File: config.mk
export PLATFORM = sky130hd
export DESIGN_NAME = cozy_mem_arbiter
export DESIGN_NICKNAME = d
export VERILOG_FILES = /design/src/rtl/cozy_bus_pkg.sv /design/src/rtl/cozy_arb_core.sv /design/src/rtl/cozy_mem_arbiter.sv
export SDC_FILE = /design/constraint.sdc
export NUM_CORES = 1
export LEC_CHECK = 0
export CAP_MARGIN = 5
export CORE_MARGIN = 2
export CORE_UTILIZATION = 22
export CTS_CLUSTER_SIZE = 14
export DETAILED_ROUTE_END_ITERATION = 7
export PLACE_DENSITY_LB_ADDON = 0.25
export RECOVER_POWER = 100
export SETUP_SLACK_MARGIN = 0.4
export SLEW_MARGIN = 20
export SYNTH_ARGS = -nofsm -noshare
export SYNTH_HDL_FRONTEND = slang
export SYNTH_SLANG_ARGS = --single-unit
File: constraint.sdc
create_clock -name clk -period 2.6 [get_ports clk]
set_clock_uncertainty 0.2 [all_clocks]
set_input_delay 0.52 -clock clk [delete_from_list [all_inputs] [get_ports clk]]
set_output_delay 0.52 -clock clk [all_outputs]
set_load 0.01 [all_outputs]
File: src/rtl/cozy_bus_pkg.sv
// Shared constants and helpers for the cozy memory bus: master indices,
// data/byte-enable widths and the read-detect helper.
package cozy_bus_pkg;
  localparam int DATA_W     = 16;
  localparam int BE_W       = 2;
  localparam int MASTER_CPU = 0;
  localparam int MASTER_AUX = 1;

  function automatic logic bwe_is_read(input logic [BE_W-1:0] bwe);
    return bwe == '0;
  endfunction
endpackage

File: src/rtl/cozy_arb_core.sv
// Two-requester owner-priority round-robin arbiter with a burst cap.
// Produces a one-hot combinational grant and tracks owner/burst count.
module cozy_arb_core
  import cozy_bus_pkg::*;
#(
  parameter int MAX_BURST = 4
) (
  input  logic       clk,
  input  logic       reset,
  input  logic [1:0] req,
  output logic [1:0] gnt
);
  localparam int CNT_W = $clog2(MAX_BURST + 1);
  localparam logic [CNT_W-1:0] CNT_MAX = CNT_W'(MAX_BURST);

  logic             owner_q, owner_d;
  logic [CNT_W-1:0] cnt_q, cnt_d;
  logic             sel;
  logic             gidx;

  always_comb begin
    gnt     = '0;
    sel     = owner_q;
    owner_d = owner_q;
    cnt_d   = '0;
    if (!reset) begin
      case (req)
        2'b01:   gnt = 2'b01;
        2'b10:   gnt = 2'b10;
        2'b11: begin
          // Owner keeps the port until its burst budget is spent.
          sel = (cnt_q < CNT_MAX) ? owner_q : ~owner_q;
          gnt = sel ? 2'b10 : 2'b01;
        end
        default: gnt = 2'b00;
      endcase
    end
    gidx = gnt[MASTER_AUX];
    if (gnt != 2'b00) begin
      if (gidx == owner_q) begin
        cnt_d = (cnt_q == CNT_MAX) ? cnt_q : cnt_q + CNT_W'(1);
      end else begin
        owner_d = gidx;
        cnt_d   = CNT_W'(1);
      end
    end
  end

  always_ff @(posedge clk) begin
    if (reset) begin
      owner_q <= 1'b0;
      cnt_q   <= '0;
    end else begin
      owner_q <= owner_d;
      cnt_q   <= cnt_d;
    end
  end
endmodule

File: src/rtl/cozy_mem_arbiter.sv
// Shares one synchronous cozy_memory port between the CPU and an auxiliary
// master; read data returns to the granted master one cycle after its grant.
module cozy_mem_arbiter
  import cozy_bus_pkg::*;
#(
  parameter int ADDR_BITS = 16,
  parameter int MAX_BURST = 4
) (
  input  logic                 clk,
  input  logic                 reset,
  input  logic                 m0_req,
  input  logic [ADDR_BITS-1:0] m0_addr,
  input  logic [BE_W-1:0]      m0_bwe,
  input  logic [DATA_W-1:0]    m0_din,
  output logic                 m0_gnt,
  output logic                 m0_rvalid,
  output logic [DATA_W-1:0]    m0_dout,
  input  logic                 m1_req,
  input  logic [ADDR_BITS-1:0] m1_addr,
  input  logic [BE_W-1:0]      m1_bwe,
  input  logic [DATA_W-1:0]    m1_din,
  output logic                 m1_gnt,
  output logic                 m1_rvalid,
  output logic [DATA_W-1:0]    m1_dout,
  output logic [ADDR_BITS-1:0] mem_addr,
  output logic [BE_W-1:0]      mem_bwe,
  output logic [DATA_W-1:0]    mem_din,
  input  logic [DATA_W-1:0]    mem_dout
);
  logic [1:0] gnt;
  logic       rpend_q, rpend_d;
  logic       rsel_q, rsel_d;

  cozy_arb_core #(.MAX_BURST(MAX_BURST)) u_core (
    .clk   (clk),
    .reset (reset),
    .req   ({m1_req, m0_req}),
    .gnt   (gnt)
  );

  assign m0_gnt = gnt[MASTER_CPU];
  assign m1_gnt = gnt[MASTER_AUX];

  // Idle bus drives zeros so a stray write can never reach the memory.
  always_comb begin
    mem_addr = '0;
    mem_bwe  = '0;
    mem_din  = '0;
    if (gnt[MASTER_CPU]) begin
      mem_addr = m0_addr;
      mem_bwe  = m0_bwe;
      mem_din  = m0_din;
    end else if (gnt[MASTER_AUX]) begin
      mem_addr = m1_addr;
      mem_bwe  = m1_bwe;
      mem_din  = m1_din;
    end
  end

  always_comb begin
    rpend_d = (gnt != 2'b00) && bwe_is_read(mem_bwe);
    rsel_d  = rpend_d ? gnt[MASTER_AUX] : rsel_q;
  end

  always_ff @(posedge clk) begin
    if (reset) begin
      rpend_q <= 1'b0;
      rsel_q  <= 1'b0;
    end else begin
      rpend_q <= rpend_d;
      rsel_q  <= rsel_d;
    end
  end

  assign m0_rvalid = rpend_q && (rsel_q == 1'(MASTER_CPU));
  assign m1_rvalid = rpend_q && (rsel_q == 1'(MASTER_AUX));
  assign m0_dout   = m0_rvalid ? mem_dout : '0;
  assign m1_dout   = m1_rvalid ? mem_dout : '0;
endmodule
==> insert_results.sql <==
INSERT INTO impl_metrics (metric_group, metric, value, unit) VALUES
('floorplanning', 'die_outline_area', '4910', 'um^2'),
('finish', 'fraction_of_final_layout_cells_with_drive_strength_greater_than_1', '21.6', '%'),
('sta', 'worstMarginPinSlew', '0.359', 'ns'),
('clock_network', 'clockRootBuffer', 'sky130_fd_sc_hd__clkbuf_8', ''),
('pwr', 'pwr_density_cell', '222', 'nW/um^2'),
('pwr', 'power.share.switching', '29.8', '%'),
('pwr', 'clkPwrFrac', '22.1', '%'),
('finish', 'design.final.nets', '402', ''),
('yosys', 'synth_seq_cells', '6', ''),
('yosys', 'synth_warnings', '0', ''),
('placed_design', 'place.detailed.hpwl', '4030', 'um'),
('floorplanning', 'die_y', '70.0', 'um'),
('clock_network', 'cts_hold_buffers', '0', ''),
('sta', 'fmax', '0.403', 'GHz'),
('finish', 'stdcell_count', '362', ''),
('flow_run', 'max-cap-violations', '0', ''),
('clock_network', 'clkSinkCount', '6', ''),
('pwr', 'intPower', '443', 'uW'),
('clock_network', 'clk-insertion-delay-late', '0.22', 'ns'),
('yosys', 'synthArstFlopShare', '0', '%'),
('placed_design', 'placed_cell_area', '2650', 'um^2'),
('detailed_routing', 'drtIter0Drc', '61', ''),
('critical_path', 'setup.worst_path.class', 'in -> out', ''),
('critical_path', 'arrival', '1.76', 'ns'),
('detailed_routing', 'route.detailed.wl_per_inst', '16.1', 'um'),
('grt', 'antenna_violations_before_repair', '0', ''),
('yosys', 'dominantRegCellSynth', 'sky130_fd_sc_hd__dfxtp_1', ''),
('floorplanning', 'num_rows', '24', ''),
('pwr', 'total_power_consumption_of_the_routed_design', '631', 'uW'),
('detailed_routing', 'wl', '5830', 'um'),
('sta', 'final_hold_viol_count', '0', ''),
('detailed_routing', 'detail_route.first_pass.iterations', '4', ''),
('floorplanning', 'floorplan.core_area', '4260', 'um^2'),
('detailed_routing', 'via_per_inst', '4.87', ''),
('critical_path', 'crit_required', '1.88', 'ns'),
('finish', 'final_cell_area', '2850', 'um^2'),
('yosys', 'synth_enable_flop_cells', '0', ''),
('detailed_routing', 'route.vias.total', '1762', ''),
('pwr', 'p_switching', '188', 'uW'),
('pwr', 'power_leakage', '1.40', 'nW'),
('sta', 'finalWorstSetupSlack', '0.116', 'ns'),
('hold_path', 'worst_min_delay_path_category', 'reg -> reg', ''),
('sta', 'maxSlewHeadroom', '75.8', '%'),
('critical_path', 'critPathLaunchType', 'input port', ''),
('yosys', 'syn_nets', '213', ''),
('placed_design', 'pre_cts_ws', '-0.414', 'ns'),
('critical_path', 'crit_path_end_kind', 'output port', ''),
('clock_network', 'tritoncts', 'done', ''),
('pwr', 'power_frac_comb', '62.0', '%'),
('sta', 'number_of_endpoints_failing_setup_at_the_final_stage', '0', ''),
('floorplanning', 'die_w', '70.0', 'um'),
('sta', 'rsz0062_at_grt', 'yes', ''),
('grt', 'grt_overflow_total', '0', ''),
('yosys', 'synthesis.area_per_instance', '7.80', 'um^2'),
('detailed_routing', 'post_route_ant_nets', '0', ''),
('finish', 'area_delta_synth_final', '197', '%'),
('grt', 'first_global_vias', '1674', ''),
('sta', 'fin_crit_sh', '95.5', '%'),
('yosys', 'synth_sequential_area_ratio', '12.5', '%'),
('detailed_routing', 'drc_errors', '0', ''),
('sta', 'final-max-slew-violation-count', '0', ''),
('clock_network', 'cts.htree.levels', '1', ''),
('clock_network', 'clockBufferDepth', '2', ''),
('clock_network', 'cts.clk_slew.worst_paths', '0.04', 'ns'),
('critical_path', 'critical_path_peak_fanout', '9', ''),
('yosys', 'synth_cell_types', '28', ''),
('placed_design', 'port_buffers', '157', ''),
('yosys', 'synth_cells', '123', ''),
('floorplanning', 'initial_utilization', '22.5', '%'),
('grt', 'grtUsageTotal', '20.9', '%'),
('placed_design', 'numPlacedInstances', '333', ''),
('pwr', 'power_frac_seq', '15.9', '%'),
('clock_network', 'cts_made_buffers', '3', ''),
('yosys', 'post_synth_instance_area', '960', 'um^2'),
('sta', 'timing.final.crit_period', '2.48', 'ns'),
('sta', 'fin_worst_hold_slack', '0.303', 'ns'),
('floorplanning', 'num_io_pins', '158', ''),
('grt', 'grt_start_max_net_pins', '19', ''),
('placed_design', 'gp_congestion', '0.830', ''),
('grt', 'grt_first_pass_wirelength', '8200', 'um'),
('finish', 'n_antenna_cell', '0', ''),
('run_status', 'outcome', 'completed', ''),
('pwr', 'power.ir.vdd_worst', '233', 'uV');
## worst paths after layout
kind / start / endpoint / slack [ns] / depth (start not counted)
worst max-delay path: m1_req / mem_din[5] / 0.12 / 8
worst min-delay path: u_core.cnt_q[1] / u_core.cnt_q[1] / 0.30 / 2
worst max register to register: u_core.cnt_q[2] / rpend_q / 0.99 / 5
worst min register to register: u_core.cnt_q[1] / u_core.cnt_q[1] / 0.30 / 2
## sequential cells by signal, summed over array words and instances (netlist names)
name            flops
rsel_q              1
u_core.cnt_q        3
rpend_q             1
u_core.owner_q      1
## Yosys cell counts (2+ instances only)
library cell | number | area [um^2]
sky130_fd_sc_hd__ha_1 | 2 | 25.0
sky130_fd_sc_hd__and3_1 | 16 | 100
sky130_fd_sc_hd__nand2_1 | 5 | 18.8
sky130_fd_sc_hd__o21ai_0 | 2 | 10.0
sky130_fd_sc_hd__nor2_1 | 3 | 11.3
sky130_fd_sc_hd__nand3b_1 | 2 | 15.0
sky130_fd_sc_hd__inv_1 | 3 | 11.3
sky130_fd_sc_hd__dfxtp_1 | 6 | 120
sky130_fd_sc_hd__nand2b_1 | 2 | 12.5
sky130_fd_sc_hd__clkbuf_1 | 5 | 18.8
sky130_fd_sc_hd__a21oi_1 | 6 | 30.0
sky130_fd_sc_hd__a22o_1 | 26 | 228
sky130_fd_sc_hd__nand3_1 | 2 | 10.0
sky130_fd_sc_hd__and2_1 | 17 | 106
sky130_fd_sc_hd__buf_6 | 3 | 33.8
sky130_fd_sc_hd__buf_2 | 4 | 20.0
sky130_fd_sc_hd__a22o_2 | 8 | 80.1
## placed cells by master, fill, tap and decap left out, types with 2 or more instances in the layout
master                            instances
sky130_fd_sc_hd__a22o_2                   3
sky130_fd_sc_hd__buf_2                    4
sky130_fd_sc_hd__a22o_4                   5
sky130_fd_sc_hd__nor2_1                   3
sky130_fd_sc_hd__buf_6                   15
sky130_fd_sc_hd__nand2b_1                 2
sky130_fd_sc_hd__clkbuf_16                3
sky130_fd_sc_hd__and2_1                  13
sky130_fd_sc_hd__dlygate4sd3_1           17
sky130_fd_sc_hd__clkbuf_4                 5
sky130_fd_sc_hd__inv_1                    2
sky130_fd_sc_hd__nand2_1                  5
sky130_fd_sc_hd__dlygate4sd2_1           32
sky130_fd_sc_hd__o21ai_0                  2
sky130_fd_sc_hd__buf_12                   3
sky130_fd_sc_hd__clkbuf_8                 3
sky130_fd_sc_hd__a21oi_1                  6
sky130_fd_sc_hd__ha_1                     2
sky130_fd_sc_hd__clkbuf_2                 4
sky130_fd_sc_hd__and3_1                  16
sky130_fd_sc_hd__nand3_1                  2
sky130_fd_sc_hd__buf_16                   2
sky130_fd_sc_hd__dfxtp_4                  2
sky130_fd_sc_hd__clkbuf_1                28
sky130_fd_sc_hd__dfxtp_1                  4
sky130_fd_sc_hd__and2_0                   4
sky130_fd_sc_hd__a22o_1                  26
sky130_fd_sc_hd__buf_4                   13
sky130_fd_sc_hd__nand3b_1                 2
sky130_fd_sc_hd__clkdlybuf4s50_1         69
## layout make-up
cell class / count / area (um^2)
clock buffers: 3 / 41.3
fillers: 382 / 1420
inverters: 3 / 13.8
multi-input cells: 102 / 810
flip-flops and latches: 6 / 128
well taps: 52 / 65.1
repair buffers: 196 / 1790
## metrics by stage
step / setup TNS, ns / util, %
final: 0 / 66.8
after global routing: 0 / 66.8
after CTS: 0 / 66.4
after detailed placement: -13.71 / 62.1
after global placement: -12.64 / 62.1
after floorplan: 0 / -
## routing by layer
layer	global-route usage, %	wire length (um)	vias up
li1	-	-	847
met1	23.0	2200	794
met3	4.04	482	18
met4	6.20	216	0
met2	40.0	2930	103
met5	0	0	-
## power by group through the flow
| stage | combinational, mW | clock, mW | sequential (mW) |
|---|---|---|---|
| final | 0.391 | 0.140 | 0.101 |
| after CTS | 0.384 | 0.147 | 0.102 |
| after detailed placement | 0.371 | 0 | 0.103 |
| after global routing | 0.416 | 0.154 | 0.101 |
| after global placement | 0.367 | 0 | 0.102 |
| after floorplan | 0.118 | 0 | 0.104 |
## critical path, stage by stage
cell                        delay, ns
sky130_fd_sc_hd__clkbuf_1        0.15
sky130_fd_sc_hd__inv_4           0.06
sky130_fd_sc_hd__o21ai_0         0.32
sky130_fd_sc_hd__nor2_4          0.05
sky130_fd_sc_hd__clkbuf_2        0.16
sky130_fd_sc_hd__clkbuf_16       0.18
sky130_fd_sc_hd__a22o_1          0.19
sky130_fd_sc_hd__clkbuf_1        0.14
## logic make-up (layout without fill, tap and decap cells)
kind of cell / after synthesis / count (layout) / synth area share [%]
fa+ha+maj: 2 / 2 / 2.61
buf+inv: 15 / 202 / 8.74
flops: 6 / 6 / 12.5
simple gates: 49 / 49 / 29.9
xor+xnor: 2 / 2 / 2.61
compound gates: 49 / 49 / 43.7
## repair_timing
item,4_1_cts,5_1_grt
pin swaps,2,31
gates cloned,3,3
resized for setup,167,58
setup buffers,11,9
endpoints found under the setup margin,68,37
endpoints found under the hold margin,0,0
(Power assumes the default switching activity.)
